## config.mk

```make
export PLATFORM = sky130hd
export DESIGN_NAME = mux_scan_reg
export DESIGN_NICKNAME = d
export VERILOG_FILES = /design/src/rtl/mux_scan_reg.sv
export SDC_FILE = /design/constraint.sdc
export NUM_CORES = 1
export LEC_CHECK = 0
export CORE_AREA = 2 2 45 43
export DETAILED_ROUTE_END_ITERATION = 16
export DIE_AREA = 0 0 47 45
export GPL_ROUTABILITY_DRIVEN = 1
export PLACE_DENSITY = 0.67
export SLEW_MARGIN = 5
export SYNTH_ARGS = -nofsm -noshare
export SYNTH_HDL_FRONTEND = slang
export SYNTH_SLANG_ARGS = --single-unit
```

## constraint.sdc

```tcl
create_clock -name clk -period 1.5 [get_ports clk]
set_input_delay 0.3 -clock clk [delete_from_list [all_inputs] [get_ports clk]]
set_output_delay 0.3 -clock clk [all_outputs]
set_load 0.01 [all_outputs]
```

## src/rtl/mux_scan_reg.sv

```systemverilog
// mux_scan_reg: N-channel, W-bit registered multiplexer with a valid/ready
// output, a manual-select mode and a round-robin auto-scan mode. The
// captured channel index is reported alongside the data.
//
// Optional build macro: MUX_SCAN_MASK_EN
//   When defined, the extra input chan_mask[N-1:0] is added. A 1 enables a
//   channel. Scan mode skips disabled channels, searching forward with wrap.
//   Manual mode treats a disabled sel like an out-of-range sel.
//   When undefined, every channel is always enabled.
//
// Output handshake (valid/ready):
//   out_valid=1 means out_data/out_ch hold a sample not yet consumed. The
//   sample is consumed at a rising edge where out_valid && out_ready. While
//   out_valid && !out_ready, out_data/out_ch are frozen and en is ignored.
//   Ignored requests are neither queued nor reported. A new capture may land
//   in the same edge that consumes the old sample, so holding out_ready=1
//   streams one sample per cycle.
module mux_scan_reg #(
  parameter int N    = 8,
  parameter int W    = 1,
  parameter int SELW = 3
) (
  input  logic            clk,
  input  logic            rst,
  input  logic [N*W-1:0]  din,
  input  logic [SELW-1:0] sel,
  input  logic            mode,
  input  logic            en,
`ifdef MUX_SCAN_MASK_EN
  input  logic [N-1:0]    chan_mask,
`endif
  input  logic            out_ready,
  output logic [W-1:0]    out_data,
  output logic            out_valid,
  output logic [SELW-1:0] out_ch,
  output logic            sel_err
);

  // Channel count and last index expressed in select-width arithmetic.
  localparam logic [SELW:0]   N_EXT   = (SELW+1)'(N);
  localparam logic [SELW-1:0] LAST_CH = SELW'(N-1);

  logic [SELW-1:0] ptr;
  logic            mode_q;

  logic [N-1:0]    enabled;
  logic            cap_ok;
  logic            scan_entry;
  logic [SELW-1:0] eff_ptr;
  logic            man_en;
  logic            man_legal;
  logic            scan_found;
  logic [SELW-1:0] scan_ch;
  logic [SELW-1:0] cap_ch;
  logic            cap_legal;
  logic            capture;
  logic [W-1:0]    cap_data;
  logic [SELW-1:0] ptr_after;

`ifdef MUX_SCAN_MASK_EN
  assign enabled = chan_mask;
`else
  assign enabled = '1;
`endif

  // A capture slot exists when requested and the output register is free
  // or is being emptied at this very edge.
  assign cap_ok = en && (!out_valid || out_ready);

  // Entering scan mode restarts the round-robin at channel 0.
  assign scan_entry = mode && !mode_q;
  assign eff_ptr    = scan_entry ? '0 : ptr;

  // Manual select: look up the enable bit of the selected channel.
  always_comb begin
    man_en = 1'b0;
    for (int k = 0; k < N; k++) begin
      if (sel == k[SELW-1:0]) man_en = enabled[k];
    end
  end

  assign man_legal = ({1'b0, sel} < N_EXT) && man_en;

  // Scan search: first enabled channel at or after eff_ptr, wrapping at N.
  // With every channel enabled this always returns eff_ptr itself.
  always_comb begin
    int idx;
    idx        = 0;
    scan_found = 1'b0;
    scan_ch    = '0;
    for (int i = 0; i < N; i++) begin
      idx = int'(eff_ptr) + i;
      if (idx >= N) idx = idx - N;
      if (!scan_found && enabled[idx]) begin
        scan_found = 1'b1;
        scan_ch    = idx[SELW-1:0];
      end
    end
  end

  assign cap_ch    = mode ? scan_ch : sel;
  assign cap_legal = mode ? scan_found : man_legal;
  assign capture   = cap_ok && cap_legal;

  // Pointer resumes just past the channel that was taken, wrapping N-1 -> 0.
  assign ptr_after = (scan_ch == LAST_CH) ? '0 : scan_ch + SELW'(1);

  // Data mux: pick the W-bit slice of the chosen channel.
  always_comb begin
    cap_data = '0;
    for (int k = 0; k < N; k++) begin
      if (cap_ch == k[SELW-1:0]) cap_data = din[k*W +: W];
    end
  end

  // Output register, valid flag, error pulse, scan pointer and mode history.
  always_ff @(posedge clk) begin
    if (rst) begin
      out_data  <= '0;
      out_valid <= 1'b0;
      out_ch    <= '0;
      sel_err   <= 1'b0;
      ptr       <= '0;
      mode_q    <= 1'b0;
    end else begin
      mode_q  <= mode;
      // Only a manual request that actually had a slot can be refused.
      sel_err <= cap_ok && !mode && !man_legal;

      if (capture) begin
        out_data  <= cap_data;
        out_ch    <= cap_ch;
        out_valid <= 1'b1;
      end else if (out_ready) begin
        out_valid <= 1'b0;
      end

      // A scan entry with no capture still restarts at 0, so the first scan
      // capture after entry is always the lowest eligible channel from 0.
      if (capture && mode) begin
        ptr <= ptr_after;
      end else if (scan_entry) begin
        ptr <= '0;
      end
    end
  end

endmodule

```

==> out/results.tsv, run 1 <==
metric	value	unit
outcome	completed	
portBuffers	21	
crit_path_max_fanout	2	
static-leakage-power	0.3840	nW
timing.max_cap.violations	0	
final-setup-viol-count	0	
synth.distinct_cells	27	
post-cts-setup-buffer-count	0	
route.detailed.drc	0	
worstPathCellList	clkdlybuf4s50_1	
synth_cells	66	
row_count	14	
starting_utilization_of_the_core_area	34.01	%
buffers_from_clock_root_to_sink_at_most	2	
timing.final.crit_share	95.44	%
max-vdd-ir-drop	356.7	uV
cp.buffers_inverters	1	
worst_ep_arrival_time	1.13	ns
dp_hpwl	1024	um
avgViaCountPerCell	4.754	
multi_input_area	350.3	um2
worst_path_dominant_cell_family	buffers and inverters	
holdBufCountCts	0	
initial_antenna_violation_count	0	
gr-total-overflow	0	
cts_tree	done	
tritoncts.num_buffers	3	
seq_area	201.4	um2
dpl_ws	-0.3258	ns
flow.area_growth_from_synthesis	67.12	%
synth_fp_nets	83	
final.setup.worst_slack	0.06844	ns
gr-usage-all-layers	15.11	%
drive_gt1_share	23.47	%
synth.ff_latch_count	10	
die_x	47	um
finish.net_count	116	
mappedNetlistArea	548.0	um2
floorplan.core_area	1612	um2
detailroute.via_count	580	
globalplace.congestion	0.7516	
n_fill_cell	158	
largest_net_degree_at_the_start_of_global_routing	10	
min_period	1.432	ns
rsz0062_at_grt	false	
detailedRoute.firstPassIterationCount	5	
clock-root-buffer	sky130_fd_sc_hd__clkbuf_4	
die-height	45	um
grt_pass1_wl	2242	um
worst_setup_path_end_kind	primary output	
fp.dieArea	2115	um2
n_antenna_cell	0	
power.density_cell_area	752.1	nW/um2
synthesis.yosys.warnings	0	
ioPinCount	22	
finalWirelength	1379	um
synthesis.area_per_instance	8.303	um2
worstPathRequired	1.20	ns
slowest_cell_on_the_critical_path	sky130_fd_sc_hd__clkdlybuf4s50_1	
kind_of_launch_point_of_the_worst_setup_path	register	
worst_hold_path_type	reg -> reg	
cell_count_after_placement	118	
mean_routed_wirelength_per_cell	11.30	um
cp_slowest_stage_delay	0.55	ns
final_core_utilization	56.83	%
initialDrtViolationCount	6	
drt.antenna.violating_nets	0	
finClkSkew	0.003200	ns
hold_viol	0	
insertion_delay	0.26	ns
grt_pass1_vias	506	
finish.cell_count_without_fillers	122	
fmax	0.6985	GHz
htree_num_levels	1	
critical_path_class	reg -> out	
synth.yosys.seq_area_share	36.53	%
cts.sinks	10	
pins_over_slew_limit	0	
clkTransAtPathRegs	0.07	ns
[layer usage]
metal  global-route usage [%]  vias up  part of all wire, %
met3                    4.800        0                  4.3
met5                        0        -                    0
met2                    20.82       14                   48
li1                         -      303                    -
met4                    8.333        0                    0
met1                    20.59      263                   48
[state kept, by name, summed over array words and instances (netlist names)]
signal,cells
mode_q,1
sel_err,1
ptr,3
out_ch,3
out_valid,1
out_data,1
[path summary, 6_finish.rpt]
path         depth (start not counted)  startpoint  slack (ns)   endpoint
max                                  1   out_ch[2]        0.07  out_ch[2]
min                                  2   out_valid        0.49  out_valid
max reg2reg                          8      mode_q        0.11     ptr[1]
min reg2reg                          2   out_valid        0.49  out_valid
[where the power goes]
group          switching, mW  leakage [nW]  internal (mW)
combinational         0.0611         0.280         0.0994
clock                 0.0916        0.0210          0.147
sequential           0.00869        0.0829          0.281
total                  0.161         0.384          0.527
[timing repair]
action / 4_1_cts / 5_1_grt
pin swaps: 1 / 2
endpoints found under the setup margin: 2 / 2
endpoints found under the hold margin: 0 / 0
gates resized for setup: 6 / 5
[per-stage QoR]
step / instance area, um2 / total power, mW / hold WS, ns / TNS (ns)
2_1_floorplan: 548.0 / 0.3586 / 0.4295 / 0
3_3_place_gp: 843.3 / 0.4452 / 0.4759 / -0.9916
3_5_place_dp: 843.3 / 0.4462 / 0.4839 / -1.124
4_1_cts: 904.6 / 0.6971 / 0.4955 / 0
5_1_grt: 915.9 / 0.7274 / 0.5121 / 0
6_report: 915.9 / 0.6888 / 0.4904 / 0
[synthesized netlist by cell type]
cell type                   n  share of area [%]
sky130_fd_sc_hd__and2_1     2                2.3
sky130_fd_sc_hd__dfxtp_1   10                 37
sky130_fd_sc_hd__nand3_1    3                2.7
sky130_fd_sc_hd__or2_1      1                1.1
sky130_fd_sc_hd__o21ai_1    4                3.7
sky130_fd_sc_hd__o21ai_0    2                1.8
sky130_fd_sc_hd__nand3_2    1                1.8
sky130_fd_sc_hd__and2_4     1                1.6
sky130_fd_sc_hd__clkbuf_1   1               0.68
sky130_fd_sc_hd__nand2b_1   4                4.6
sky130_fd_sc_hd__and3_1     2                2.3
sky130_fd_sc_hd__and4_1     1                1.6
sky130_fd_sc_hd__a21oi_1    2                1.8
sky130_fd_sc_hd__a211oi_1   3                4.1
sky130_fd_sc_hd__a32oi_1    5                8.0
sky130_fd_sc_hd__a21boi_1   1                1.4
sky130_fd_sc_hd__buf_2      1               0.91
sky130_fd_sc_hd__nor2_1     7                4.8
sky130_fd_sc_hd__inv_1      2                1.4
sky130_fd_sc_hd__a31oi_1    1                1.1
sky130_fd_sc_hd__mux2i_1    2                3.7
sky130_fd_sc_hd__nand2_1    3                2.1
sky130_fd_sc_hd__buf_6      1                2.1
sky130_fd_sc_hd__nor2b_1    3                3.4
sky130_fd_sc_hd__a311oi_1   1                1.6
sky130_fd_sc_hd__conb_1     1               0.68
sky130_fd_sc_hd__ha_1       1                2.3
[final cells by class]
type | instances | share of cell area, %
Sequential cell | 10 | 21.99
Clock buffer | 4 | 3.962
Multi-Input combinational cell | 51 | 38.25
Timing Repair Buffer | 31 | 31.69
Inverter | 2 | 0.8197
Tap cell | 24 | 3.279
[cells in the final DEF, fill, tap and decap left out, drive strengths merged]
cell type,netlist,final
or2,1,1
nand2b,4,4
a31oi,1,1
a311oi,1,1
and2,3,3
a21boi,1,1
nand2,3,3
a211oi,3,3
buf,2,10
a32oi,5,5
dlygate4sd2,0,1
clkbuf,1,4
o21ai,6,6
clkdlybuf4s50,0,19
nor2,7,7
dlymetal6s2s,0,1
inv,2,2
conb,1,1
mux2i,2,2
dfxtp,10,10
and4,1,1
a21oi,2,2
nor2b,3,3
and3,2,2
nand3,4,4
ha,1,1
[kinds of logic after synthesis]
family	Yosys count	share of synthesized area, %
flip-flops	10	36.53
buffers and inverters	5	5.022
other	1	0.6843
adder cells (fa/ha/maj)	1	2.283
AO/OA/AOI/OAI	19	23.52
AND/OR/NAND/NOR	28	28.31
multiplexers	2	3.653
(Power assumes the default switching activity.)
==> run 2: changes to the inputs <==
ABC_AREA = 1   (was default)
CORE_AREA = 2 2 44 42   (was 2 2 45 43)
DIE_AREA = 0 0 46 44   (was 0 0 47 45)
PLACE_DENSITY = 0.7   (was 0.67)
==> run 2 against run 1 <==
- synthesized cell count is 18% higher
- sequential cell count did not move
- first-iteration DRC count rose by 17%
- die area shrank 4.3%
- largest cell class unchanged
- critical path type unchanged
==> out/results.tsv, run 2 <==
metric	value	unit	change
outcome	completed		
compound_cell_area_share_of_the_yosys_netlist	10.11	%	-13 points
post-synth-top-count-cell	sky130_fd_sc_hd__nand2_1		
worstPathRequired	1.20	ns	about the same
cts.repair.resized	0		-6
synth_edf_count	0		unchanged
synth.area.mux_share	0	%	-3.7 points
worstPathCellList	clkdlybuf4s50_1		
cell_count_after_placement	123		+4.2%
largest_net_degree_at_the_start_of_global_routing	7		-3
area_fraction_of_the_dominant_cell_type_after_synthesis	36.78	%	+0.25 points
synthesis.yosys.warnings	0		unchanged
synth.distinct_cells	20		-26%
synth_area_leader_cell	sky130_fd_sc_hd__dfxtp_1		
total_power	0.6333	mW	-8.1%
ioPinCount	22		unchanged
simple_gate_share_of_the_synthesized_area	41.84	%	+14 points
kind_of_launch_point_of_the_worst_setup_path	register		
detailroute.via_count	585		+0.86%
globalplace.congestion	0.7448		-0.90%
drive_gt1_share	19.09	%	-4.4 points
initialDrtViolationCount	7		+1
synth_top_family_by_area	simple AND/OR/NAND/NOR gates		
post_synth_fa_ha_maj_area_fraction	2.299	%	+0.016 points
final_core_utilization	54.37	%	-2.5 points
tritoncts.num_buffers	3		unchanged
synth.yosys.seq_area_share	36.78	%	+0.25 points
synth_fp_nets	95		+14%
finish.cell_count_without_fillers	126		+3.3%
floorplan.core_area	1577	um2	-2.2%
ys_async_sr_fraction	0	%	unchanged
insertion_delay	0.26	ns	about the same
worst_setup_path_end_kind	primary output		
synthFlopType	sky130_fd_sc_hd__dfxtp_1		
hold_viol	0		unchanged
layout_top_registers	out_ch x3, ptr x3		
portBuffers	21		unchanged
gr-usage-all-layers	14.01	%	-1.1 points
flow.area_growth_from_synthesis	57.47	%	
static-leakage-power	0.3970	nW	+3.4%
mean_routed_wirelength_per_cell	9.937	um	-12%
starting_utilization_of_the_core_area	34.52	%	+0.52 points
max-vdd-ir-drop	449.5	uV	+26%
clkTransAtPathRegs	0.06	ns	about the same
fmax	0.6976	GHz	-0.14%
die_x	46	um	-2.1%
worst_hold_path_type	reg -> reg		
slowest_cell_on_the_critical_path	sky130_fd_sc_hd__clkdlybuf4s50_1		
drt.antenna.violating_nets	0		unchanged
mappedNetlistArea	544.3	um2	-0.69%
fp.dieArea	2024	um2	-4.3%
cell_types_with_the_largest_area_share_after_synthesis	sky130_fd_sc_hd__dfxtp_1 (37%), sky130_fd_sc_hd__nand2_1 (12%), sky130_fd_sc_hd__nor2_1 (7.6%), sky130_fd_sc_hd__nand3_1 (7.4%), sky130_fd_sc_hd__inv_1 (5.5%)		
worst_path_dominant_cell_family	buffers and inverters		
timing.max_cap.violations	0		unchanged
synth_cells	78		+18%
avgViaCountPerCell	4.643		-2.3%
gr-total-overflow	0		unchanged
synth.ff_latch_count	10		unchanged
pins_over_slew_limit	0		unchanged
initial_antenna_violation_count	0		unchanged
synthesis.area_per_instance	6.978	um2	-16%
rsz0062_at_grt	false		
cp.buffers_inverters	1		unchanged
holdBufCountCts	0		unchanged
crit_path_max_fanout	2		unchanged
post-cts-setup-buffer-count	0		unchanged
synth_common_cells	sky130_fd_sc_hd__nand2_1 (18), sky130_fd_sc_hd__nor2_1 (11), sky130_fd_sc_hd__dfxtp_1 (10)		
cp_slowest_stage_delay	0.54	ns	about the same
min_period	1.434	ns	+0.001961 ns
detailedRoute.firstPassIterationCount	4		-1
power.density_cell_area	739.0	nW/um2	-1.7%
finalWirelength	1252	um	-9.2%
dp_hpwl	994.6	um	-2.8%
timing.final.crit_share	95.57	%	+0.13 points
grt_pass1_wl	2014	um	-10%
finish.net_count	129		+11%
tns	0	ns	unchanged
buffers_from_clock_root_to_sink_at_most	2		unchanged
final_common_cell	sky130_fd_sc_hd__clkdlybuf4s50_1		
cts_tree	done		
n_antenna_cell	0		unchanged
grt_pass1_vias	533		+5.3%
die-height	44	um	-2.2%
critical_path_class	reg -> out		
cts.sinks	10		unchanged
final-setup-viol-count	0		unchanged
row_count	14		unchanged
finClkSkew	0.0009590	ns	-0.002241 ns
worst-r2r-setup-slack	0.30	ns	+0.19 ns
finalHoldWorstSlack	0.4602	ns	-0.03019 ns
route.detailed.drc	0		unchanged
clock-root-buffer	sky130_fd_sc_hd__clkbuf_4		
post_synth_xor_area_fraction	0	%	unchanged
commonest_cells_after_routing_fill_and_taps_aside	sky130_fd_sc_hd__clkdlybuf4s50_1 (21), sky130_fd_sc_hd__nand2_1 (18), sky130_fd_sc_hd__nor2_1 (11)		
worst_ep_arrival_time	1.13	ns	about the same
htree_num_levels	1		unchanged
[run 2: cell types whose count changed in the layout (fill, tap and decap cells not counted), moves of 3 or more]
cell                      before  now
sky130_fd_sc_hd__nor2_1        7   11
sky130_fd_sc_hd__nand3_1       3    8
sky130_fd_sc_hd__nand2_1       3   18
sky130_fd_sc_hd__inv_1         1    8
sky130_fd_sc_hd__a32oi_1       5    0
sky130_fd_sc_hd__o21ai_1       4    1
[run 2: final cells by class]
cell class | instances | area (um2)
Sequential cell | 10 | 200.2
Multi-Input combinational cell | 57 | 299.0
Clock buffer | 3 | 22.52
Tap cell | 16 | 20.02
Fill cell | 168 | 719.4
Timing Repair Buffer | 30 | 277.8
Inverter | 10 | 37.54
[run 2: worst paths after layout]
path               endpoint  cells past startpoint  startpoint
setup / recovery   out_data                      1    out_data
hold / removal    out_ch[2]                      2   out_ch[2]
setup reg to reg     ptr[2]                      6      ptr[1]
hold reg to reg   out_ch[2]                      2   out_ch[2]
[run 2: report_power, final]
| part | switching, mW | internal [mW] |
|---|---|---|
| Clock | 0.0899 | 0.0927 |
| Combinational | 0.0678 | 0.0931 |
| Sequential | 0.00845 | 0.281 |
[run 2: kinds of logic (layout without fill, tap and decap cells)]
logic type / count (synthesis) / count (layout)
fa+ha+maj: 1 / 1
buf+inv: 11 / 43
flops: 10 / 10
compound gates: 9 / 9
other cells: 1 / 1
simple gates: 46 / 46
[run 2: metrics by stage]
| step | worst slack (ns) | area [um2] |
|---|---|---|
| finish | 0.06648 | 857.1 |
| global route | 0.02476 | 857.1 |
| CTS | 0.05872 | 857.1 |
| detailed placement | -0.1743 | 834.6 |
| global placement | -0.1465 | 834.6 |
| floorplan | 0.2513 | 544.3 |
[run 2: per-layer routing]
metal | part of all wire (%) | up-vias | wire length [um] | GRT usage, %
met5 | 0 | - | 0 | 0
li1 | - | 316 | - | -
met4 | 1.4 | 0 | 17 | 8.571
met3 | 6.0 | 3 | 75 | 2.500
met1 | 46 | 241 | 581 | 15.66
met2 | 46 | 25 | 577 | 23.89
